<file path="src/rtl/ucaspian_step_ctrl.sv">
// uCaspian time-step sequencer: gathers per-unit step/clear status, waits for a
// settle window, pulses next_step and reports time to the host with back-pressure.
module ucaspian_step_ctrl #(
  parameter int unsigned NUM_UNITS = 6,
  parameter int unsigned TIME_W    = 32,
  parameter int unsigned TGT_W     = 8,
  parameter int unsigned SETTLE    = 2
) (
  input  logic                 clk,
  input  logic                 reset,
  input  logic                 clear_act,
  input  logic                 clear_config,
  input  logic [NUM_UNITS-1:0] unit_step_done,
  input  logic [NUM_UNITS-1:0] unit_clear_done,
  input  logic                 output_busy,
  input  logic [TGT_W-1:0]     target_value,
  input  logic                 target_vld,
  output logic                 target_rdy,
  input  logic                 mode_free_run,
  input  logic                 halt_req,
  output logic                 next_step,
  output logic [TIME_W-1:0]    time_current,
  output logic                 time_remaining,
  output logic                 time_update,
  input  logic                 time_sent,
  output logic                 clear_done,
  input  logic                 ack_sent,
  output logic                 core_active
);

  typedef enum logic [1:0] {ST_IDLE, ST_SETTLE, ST_STEP, ST_REPORT} state_t;

  localparam logic [3:0] SETTLE_LAST = 4'(SETTLE - 1);

  state_t            state_q, state_d;
  logic [3:0]        cnt_q, cnt_d;
  logic [TIME_W-1:0] target_q, target_d;
  logic [TIME_W-1:0] time_q, time_d;
  logic              tupd_q, tupd_d;
  logic              rem_q, rem_d;
  logic              rdy_q, rdy_d;
  logic              step_q, step_d;
  logic              clr_done_q;
  logic [TIME_W:0]   tgt_sum;
  logic              clearing;
  logic              all_done;

  assign clearing = clear_act || clear_config;
  assign all_done = (&unit_step_done) && !output_busy;
  assign tgt_sum  = {1'b0, target_q} + {{(TIME_W + 1 - TGT_W){1'b0}}, target_value};

  always_comb begin
    state_d  = state_q;
    cnt_d    = cnt_q;
    target_d = target_q;
    time_d   = time_q;
    tupd_d   = tupd_q;
    rdy_d    = !clearing;
    rem_d    = (mode_free_run && !halt_req) || (!mode_free_run && (target_q > time_q));

    // Carry out of the widened sum means the target would overflow: pin it at all-ones.
    if (target_vld && rdy_q) begin
      target_d = tgt_sum[TIME_W] ? '1 : tgt_sum[TIME_W-1:0];
    end

    case (state_q)
      ST_IDLE: begin
        cnt_d = '0;
        if (rem_q) state_d = ST_SETTLE;
      end
      ST_SETTLE: begin
        if (!rem_q) begin
          state_d = ST_IDLE;
          cnt_d   = '0;
        end else if (!all_done) begin
          cnt_d = '0;
        end else if (cnt_q == SETTLE_LAST) begin
          state_d = ST_STEP;
          cnt_d   = '0;
        end else begin
          cnt_d = cnt_q + 4'd1;
        end
      end
      ST_STEP: begin
        time_d  = time_q + TIME_W'(1);
        tupd_d  = 1'b1;
        state_d = ST_REPORT;
      end
      ST_REPORT: begin
        if (time_sent) begin
          tupd_d  = 1'b0;
          state_d = rem_q ? ST_SETTLE : ST_IDLE;
        end
      end
      default: state_d = ST_IDLE;
    endcase

    step_d = (state_d == ST_STEP);

    if (clearing) begin
      state_d  = ST_IDLE;
      cnt_d    = '0;
      target_d = '0;
      time_d   = '0;
      tupd_d   = 1'b0;
      rem_d    = 1'b0;
      rdy_d    = 1'b0;
      step_d   = 1'b0;
    end
  end

  always_ff @(posedge clk) begin
    if (!reset) begin
      state_q  <= ST_IDLE;
      cnt_q    <= '0;
      target_q <= '0;
      time_q   <= '0;
      tupd_q   <= 1'b0;
      rem_q    <= 1'b0;
      rdy_q    <= 1'b0;
      step_q   <= 1'b0;
    end else begin
      state_q  <= state_d;
      cnt_q    <= cnt_d;
      target_q <= target_d;
      time_q   <= time_d;
      tupd_q   <= tupd_d;
      rem_q    <= rem_d;
      rdy_q    <= rdy_d;
      step_q   <= step_d;
    end
  end

  always_ff @(posedge clk) begin
    if (!reset || ack_sent) begin
      clr_done_q <= 1'b0;
    end else if (clearing && (&unit_clear_done)) begin
      clr_done_q <= 1'b1;
    end
  end

  assign target_rdy     = rdy_q;
  assign next_step      = step_q;
  assign time_current   = time_q;
  assign time_remaining = rem_q;
  assign time_update    = tupd_q;
  assign clear_done     = clr_done_q;
  assign core_active    = !clearing && reset && (rem_q || (state_q != ST_IDLE));

endmodule

</file>
<file path="config.mk">
export PLATFORM = sky130hd
export DESIGN_NAME = ucaspian_step_ctrl
export DESIGN_NICKNAME = d
export VERILOG_FILES = /design/src/rtl/ucaspian_step_ctrl.sv
export SDC_FILE = /design/constraint.sdc
export NUM_CORES = 1
export LEC_CHECK = 0
export BUFFER_PORTS_ARGS = -buffer_cell sky130_fd_sc_hd__buf_2
export CAP_MARGIN = 20
export CORE_MARGIN = 2
export CORE_UTILIZATION = 57
export DETAILED_ROUTE_END_ITERATION = 8
export PLACE_DENSITY_LB_ADDON = 0.15
export SETUP_SLACK_MARGIN = 0.2
export SYNTH_ARGS = -nofsm -noshare
export SYNTH_HDL_FRONTEND = slang
export SYNTH_SLANG_ARGS = --single-unit
export TNS_END_PERCENT = 1
</file>
<file path="constraint.sdc">
create_clock -name clk -period 2.74 [get_ports clk]
set_input_delay 0 -clock clk [delete_from_list [all_inputs] [get_ports clk]]
set_output_delay 0 -clock clk [all_outputs]
set_load 0.02 [all_outputs]
</file>
==> results of run 1 <==
power groups by stage:
stage | sequential (mW) | combinational [mW] | clock [mW]
after floorplan | 1.12 | 0.0395 | 0
after global placement | 1.12 | 0.0736 | 0
after detailed placement | 1.12 | 0.0760 | 0
after CTS | 1.09 | 0.0801 | 1.12
after global routing | 1.09 | 0.0877 | 1.16
final | 1.09 | 0.0799 | 1.11
per-layer routing:
layer / routed length, um / part of all wire / vias up
li1: - / - / 2017
met3: 476 / 0.045 / 22
met1: 4990 / 0.47 / 1879
met5: 0 / 0 / -
met2: 4820 / 0.46 / 112
met4: 261 / 0.025 / 0
critical path: cells and delay by family, from the launching register on:
kind                       cells  cell delay [ps]
adders and majority gates      2              630
DFF                            1              330
AOI/OAI and AO/OA              3              600
and+or+nand+nor                3              650
path summary, 6_finish.rpt:
check,from,end,slack (ps),cells after the start
setup / recovery,target_q[0],target_q[15],400,8
hold / removal,target_value[0],target_q[0],40,3
setup reg to reg,target_q[0],target_q[15],400,8
hold reg to reg,cnt_q[3],cnt_q[3],500,2
kinds of logic (layout without fill, tap and decap cells):
| family | count (synthesis) | in the layout | share of synthesized area |
|---|---|---|---|
| compound gates | 105 | 105 | 0.161 |
| flops | 75 | 75 | 0.338 |
| xor+xnor | 47 | 47 | 0.0928 |
| simple gates | 196 | 196 | 0.230 |
| buf+inv | 54 | 130 | 0.0491 |
| mux | 1 | 1 | 0.00226 |
| fa+ha+maj | 44 | 44 | 0.126 |
final cells by class:
class                   count  area, um2
multi-input cells         393       2720
fillers                   662       2480
flip-flops and latches     75       1500
repair buffers             77        423
inverters                  37        139
clock buffers              11        131
well taps                 102        128
clock inverters             5        125
state kept, by name, indices dropped and copies added, names as in the netlist:
name	flops
cnt_q	4
time_update	1
target_q	32
next_step	1
clear_done	1
time_current	32
time_remaining	1
target_rdy	1
state_q	2
synth_stat cells, drive strengths merged:
master	count	area, um2
o221a	8	90.1
nand4	18	119
fa	1	20.0
a22oi	1	7.51
a311oi	5	43.8
and2b	1	7.51
o21a	2	15.0
mux2i	1	10.0
a41oi	1	8.76
or3	1	6.26
o21ai	12	63.8
nand3b	1	7.51
nor2b	3	18.8
o211a	1	10.0
a21boi	1	7.51
nand4b	4	35.0
a2111o	1	11.3
a31oi	5	31.3
o31ai	1	7.51
nor2	58	220
a21o	6	45.0
and3	11	73.8
inv	37	139
nor4	5	31.3
nand2	38	143
nor3	9	56.3
a221o	1	10.0
nor3b	4	30.0
a211oi	4	30.0
nand3	26	140
and2	7	43.8
a221oi	1	8.76
a21oi	42	214
o211ai	8	65.1
buf	7	41.3
nor4b	1	8.76
and4	9	81.3
o21ba	1	10.0
ha	43	538
xnor2	34	298
a41o	1	10.0
clkbuf	10	37.5
dfxtp	75	1500
xor2	13	114
o2111ai	3	26.3
what timing repair did:
item / 4_1_cts / 5_1_grt
endpoints found under the setup margin: 0 / 3
setup buffers: 0 / 0
hold buffers: 5 / 0
gates resized for setup: 0 / 1
hold endpoints to repair: 4 / 0
==> impl_metrics.py, run 1 <==
metrics = {
    "critical_path": {
        "worst-endpoint-arrival_ps": 2570,
        "worst_setup_path_start_kind": "register",
        "worst-setup-path-type": "reg2reg",
        "max_stage_delay_ps": 420,
        "critical_path.slowest_cell": "sky130_fd_sc_hd__fa_1",
        "critPathCaptureType": "register",
        "cp_cell_sequence": "ha_1, fa_1, a211oi_1, o211ai_1, and2_2, nand3_2, nor3b_1, a211oi_1",
        "crit_path_frequent_cell": "sky130_fd_sc_hd__a211oi_1",
        "cp.required_ps": 2960,
        "critPathMaxFanout": 13,
    },
    "routing": {
        "drt_pass1_iterations": 5,
        "routed_via_density": 5.76,
        "drcViolationCount": 0,
        "dr.first_iter.drc_count": 155,
        "ant_nets": 0,
        "avgRoutedWirePerCell_um": 15.1,
        "wirelength_mm": 10.6,
        "num_vias": 4030,
    },
    "global_route": {
        "grt_use_total": 0.256,
        "use_met3": 0.0386,
        "global_route.usage.met2": 0.406,
        "pin_count_of_the_biggest_net_entering_global_routing": 24,
        "first_global_vias": 3770,
        "first_pass_grt_wire_length_mm": 17.4,
        "use_met1": 0.347,
        "grt_antenna_before_repair": 0,
        "globalRoute.busiestLayer": "met2",
        "grt_overflow_total": 0,
    },
    "cells_and_area": {
        "final_cell_mix": "sky130_fd_sc_hd__dfxtp_1 (75), sky130_fd_sc_hd__buf_2 (67), sky130_fd_sc_hd__nor2_1 (57)",
        "post_route_insts_no_fill": 700,
        "syn_to_final_growth_pct": 16.5,
        "antenna_cells_inserted": 0,
        "layout_commonest_cell": "sky130_fd_sc_hd__dfxtp_1",
        "layout-drive-gt1-share": 0.164,
        "post_layout_nets": 667,
        "postLayoutCellArea_um2": 5170,
        "final_core_util": 0.676,
    },
    "sta": {
        "fin_crit_sh": 0.855,
        "timing.setup.tns_ps": 0,
        "setup_slack_ps": 397,
        "final_hold_viol_count": 0,
        "setup_viol": 0,
        "worst_slew_margin_rel": 0.664,
        "worst-slew-pin-transition_ps": 497,
        "final_max_slew_viol_count": 0,
        "fin_hold_ws_ps": 41.2,
        "clock_skew_ps": 10.9,
        "post-route-min-period_ps": 2340,
        "grt_setup_unrepaired": "false",
        "max_freq_ghz": 0.427,
    },
    "clock_tree": {
        "tritoncts": "built",
        "cts.sink_count": 75,
        "htree_levels": 3,
        "path_clk_slew_ps": 80,
        "cts_root_cell": "sky130_fd_sc_hd__clkbuf_8",
        "cts_buffers": 9,
        "insertion_delay_ps": 360,
        "ctsLongestPathBuffers": 2,
    },
    "power": {
        "peakVddDrop_uv": 215,
        "sequential_share_of_power": 0.478,
        "clkPwrFrac": 0.487,
        "intPower_mw": 1.82,
        "power_per_cell_area_nw_per_um2": 442,
        "cellLeakagePower_nw": 2.14,
        "power_mw": 2.29,
        "switching_share": 0.203,
        "netSwitchingPower_mw": 0.463,
        "combinationalPowerShare": 0.035,
    },
    "synth": {
        "synth_area_um2": 4440,
        "netlist-cell-type-count": 55,
        "synth_seq_area_share": 0.338,
        "gate_count_of_the_mapped_netlist": 522,
        "post_synth_net_total": 596,
        "yosys_warnings": 0,
        "postSynthAreaPerCell_um2": 8.50,
        "synth_seq_cells": 75,
    },
    "die": {
        "die_outline_width_um": 92.2,
        "coreArea_um2": 7650,
        "placementRows": 32,
        "start_util": 0.580,
        "floorplan.io_pins": 68,
        "fp.dieArea_um2": 8510,
        "chipHeight_um": 92.2,
    },
    "place": {
        "hpwl_mm": 7.87,
        "placed_cells_incl_taps": 679,
        "count_of_input_and_output_buffers": 67,
        "gp_congestion": 0.893,
        "placedInstanceArea_um2": 4860,
        "worst_slack_placed_ps": 331,
    },
    "run_status": {
        "outcome": "completed",
    },
    "run": {
        "max_cap_violations": 0,
    },
    "worst_hold_path": {
        "hold_path_class": "in2reg",
    },
}
Note: power is estimated with default switching activity, not from simulation.
==> inputs of run 2 (changes only) <==
ABC_AREA = 1   (was unset)
CORE_UTILIZATION = 59   (was 57)
==> impl_metrics.py, run 2 <==
metrics = {
    "critical_path": {
        "critical_path.reg2reg.startpoint": "time_current[25]",
        "critPathCaptureType": "register",
        "critPathMaxFanout": 6,
        "worst_setup_path_start_kind": "register",
        "worst-setup-path-type": "reg2reg",
        "cp.required_ps": 2990,
        "crit_path_start": "time_current[25]",
        "worst-endpoint-arrival_ps": 2560,
    },
    "worst_hold_path": {
        "hold_path.startpoint": "time_sent",
        "hold_path_class": "in2reg",
    },
    "power": {
        "peakVddDrop_uv": 210,
        "cellLeakagePower_nw": 2.71,
        "power_per_cell_area_nw_per_um2": 382,
        "netSwitchingPower_mw": 0.501,
        "clkPwrFrac": 0.471,
        "power_mw": 2.23,
        "switching_share": 0.225,
        "combinationalPowerShare": 0.039,
        "sequential_share_of_power": 0.490,
        "intPower_mw": 1.73,
    },
    "global_route": {
        "global_route.usage.met2": 0.492,
        "grt_antenna_before_repair": 0,
        "grt_use_total": 0.284,
        "first_global_vias": 5068,
        "pin_count_of_the_biggest_net_entering_global_routing": 42,
        "grt_overflow_total": 0,
        "first_pass_grt_wire_length_mm": 22.3,
        "use_met3": 0.0388,
        "globalRoute.busiestLayer": "met2",
        "use_met1": 0.353,
    },
    "clock_tree": {
        "tritoncts": "built",
        "insertion_delay_ps": 360,
        "path_clk_slew_ps": 80,
        "cts_buffers": 9,
        "htree_levels": 3,
        "cts_root_cell": "sky130_fd_sc_hd__clkbuf_8",
        "ctsLongestPathBuffers": 2,
        "post_cts_setup_buffers": 0,
        "cts.sink_count": 75,
    },
    "routing": {
        "dr.first_iter.drc_count": 204,
        "num_vias": 5292,
        "drcViolationCount": 0,
        "drt_pass1_iterations": 5,
        "routed_via_density": 5.47,
        "wirelength_mm": 13.2,
        "ant_nets": 0,
        "avgRoutedWirePerCell_um": 13.7,
    },
    "cells_and_area": {
        "postLayoutCellArea_um2": 5840,
        "post_layout_nets": 929,
        "antenna_cells_inserted": 0,
        "post_route_insts_no_fill": 968,
        "layout_commonest_cell": "sky130_fd_sc_hd__nand2_1",
        "syn_to_final_growth_pct": 13.6,
        "layout-drive-gt1-share": 0.138,
        "final_cell_mix": "sky130_fd_sc_hd__nand2_1 (201), sky130_fd_sc_hd__inv_1 (111), sky130_fd_sc_hd__nor2_1 (81)",
    },
    "synth": {
        "post_synth_edffs": 0,
        "synthTopCellsByCount": "sky130_fd_sc_hd__nand2_1 (201), sky130_fd_sc_hd__inv_1 (111), sky130_fd_sc_hd__nor2_1 (81)",
        "yosys.area.top_type_share": 0.292,
        "synth_seq_area_share": 0.292,
        "yosysMostFrequentCell": "sky130_fd_sc_hd__nand2_1",
        "post_synth_net_total": 859,
        "yosys_warnings": 0,
        "synth_top_cells_by_area": "sky130_fd_sc_hd__dfxtp_1 (29%), sky130_fd_sc_hd__nand2_1 (15%), sky130_fd_sc_hd__ha_1 (10%), sky130_fd_sc_hd__inv_1 (8.1%), sky130_fd_sc_hd__nor2_1 (5.9%)",
        "dominantRegCellSynth": "sky130_fd_sc_hd__dfxtp_1",
        "netlist-cell-type-count": 39,
        "synth_seq_cells": 75,
        "postSynthAreaPerCell_um2": 6.55,
        "synth-async-reset-ratio": 0,
        "synth_largest_area_cell": "sky130_fd_sc_hd__dfxtp_1",
        "synth_area_um2": 5140,
        "gate_count_of_the_mapped_netlist": 785,
    },
    "die": {
        "floorplan.io_pins": 68,
        "start_util": 0.598,
        "coreArea_um2": 8590,
        "fp.dieArea_um2": 9480,
        "chipHeight_um": 97.4,
        "placementRows": 34,
        "die_outline_width_um": 97.4,
    },
    "sta": {
        "worst-slew-pin-transition_ps": 668,
        "post-route-min-period_ps": 2310,
        "setup_viol": 0,
        "final_max_slew_viol_count": 0,
        "worst_slew_margin_rel": 0.554,
        "fin_hold_ws_ps": 16.6,
        "max_freq_ghz": 0.432,
        "grt_setup_unrepaired": "false",
        "fin_crit_sh": 0.844,
        "clock_skew_ps": 9.23,
        "final_hold_viol_count": 0,
        "timing.setup.tns_ps": 0,
    },
    "place": {
        "placedInstanceArea_um2": 5560,
        "count_of_input_and_output_buffers": 67,
        "gp_congestion": 1.06,
        "placed_cells_incl_taps": 948,
        "hpwl_mm": 10.2,
    },
    "run_status": {
        "outcome": "completed",
    },
    "run": {
        "max_cap_violations": 0,
    },
}
[run 2: cell count changes after synthesis, moves of 10 or more]
cell	previous run	this run
sky130_fd_sc_hd__o21ai_0	11	33
sky130_fd_sc_hd__and3_1	10	0
sky130_fd_sc_hd__nor3_1	8	32
sky130_fd_sc_hd__xnor2_1	34	4
sky130_fd_sc_hd__nand2_1	38	201
sky130_fd_sc_hd__inv_1	37	111
sky130_fd_sc_hd__nor2_1	57	81
sky130_fd_sc_hd__nand3_1	24	44
sky130_fd_sc_hd__a21oi_1	41	54
[run 2: path summary, 6_finish.rpt]
| check | endpoint | slack [ps] | cells after the start |
|---|---|---|---|
| worst min-delay path | time_update | 20 | 4 |
| worst max-delay path | time_remaining | 430 | 11 |
| worst min register to register | time_update | 490 | 2 |
| worst max register to register | time_remaining | 430 | 11 |
[run 2: metrics by stage]
| step | worst slack [ps] | util |
|---|---|---|
| after global placement | 540 | 0.647 |
| after detailed placement | 459 | 0.647 |
| final | 427 | 0.680 |
| after floorplan | 823 | - |
| after global routing | 262 | 0.680 |
| after CTS | 447 | 0.679 |
[run 2: per-layer routing]
layer,vias up,wire length (um)
met1,2412,5710
met4,0,368
met3,34,844
met2,162,6310
li1,2684,-
met5,-,0
[run 2: power groups by stage]
| stage | Clock (mW) | Combinational, mW | Sequential (mW) |
|---|---|---|---|
| 6_report | 1.05 | 0.0875 | 1.09 |
| 5_1_grt | 1.10 | 0.0970 | 1.09 |
| 4_1_cts | 1.06 | 0.0869 | 1.09 |
| 3_5_place_dp | 0 | 0.0838 | 1.12 |
| 3_3_place_gp | 0 | 0.0808 | 1.12 |
| 2_1_floorplan | 0 | 0.0459 | 1.12 |
[run 2: repair_timing]
action                     in CTS  in global routing
gates resized for setup         0                  1
setup endpoints to repair       0                  1
hold buffers                    4                  0
hold endpoints to repair        2                  0
[run 2: final cells by class]
type | count | area [um2]
fillers | 796 | 2750
repair buffers | 74 | 398
inverters | 116 | 435
flip-flops and latches | 75 | 1500
multi-input cells | 579 | 3130
clock inverters | 7 | 116
well taps | 108 | 135
clock buffers | 9 | 124
[run 2: kinds of logic after synthesis]
family / after synthesis / synth area share
simple gates: 415 / 0.364
fa+ha+maj: 44 / 0.109
flops: 75 / 0.292
xor+xnor: 16 / 0.0272
compound gates: 104 / 0.109
buf+inv: 131 / 0.0998
[run 2: worst max-delay path: stages (launching register included)]
cell                            delay (ps)
sky130_fd_sc_hd__dfxtp_1               430
sky130_fd_sc_hd__inv_1                 130
sky130_fd_sc_hd__ha_1                  330
sky130_fd_sc_hd__a21oi_1               170
sky130_fd_sc_hd__o21ai_0               100
sky130_fd_sc_hd__nand2_1                60
sky130_fd_sc_hd__nand2_1                40
sky130_fd_sc_hd__a21oi_1               170
sky130_fd_sc_hd__nand2_1                70
sky130_fd_sc_hd__nand2_1               100
sky130_fd_sc_hd__a21oi_1                70
sky130_fd_sc_hd__dlygate4sd3_1         540
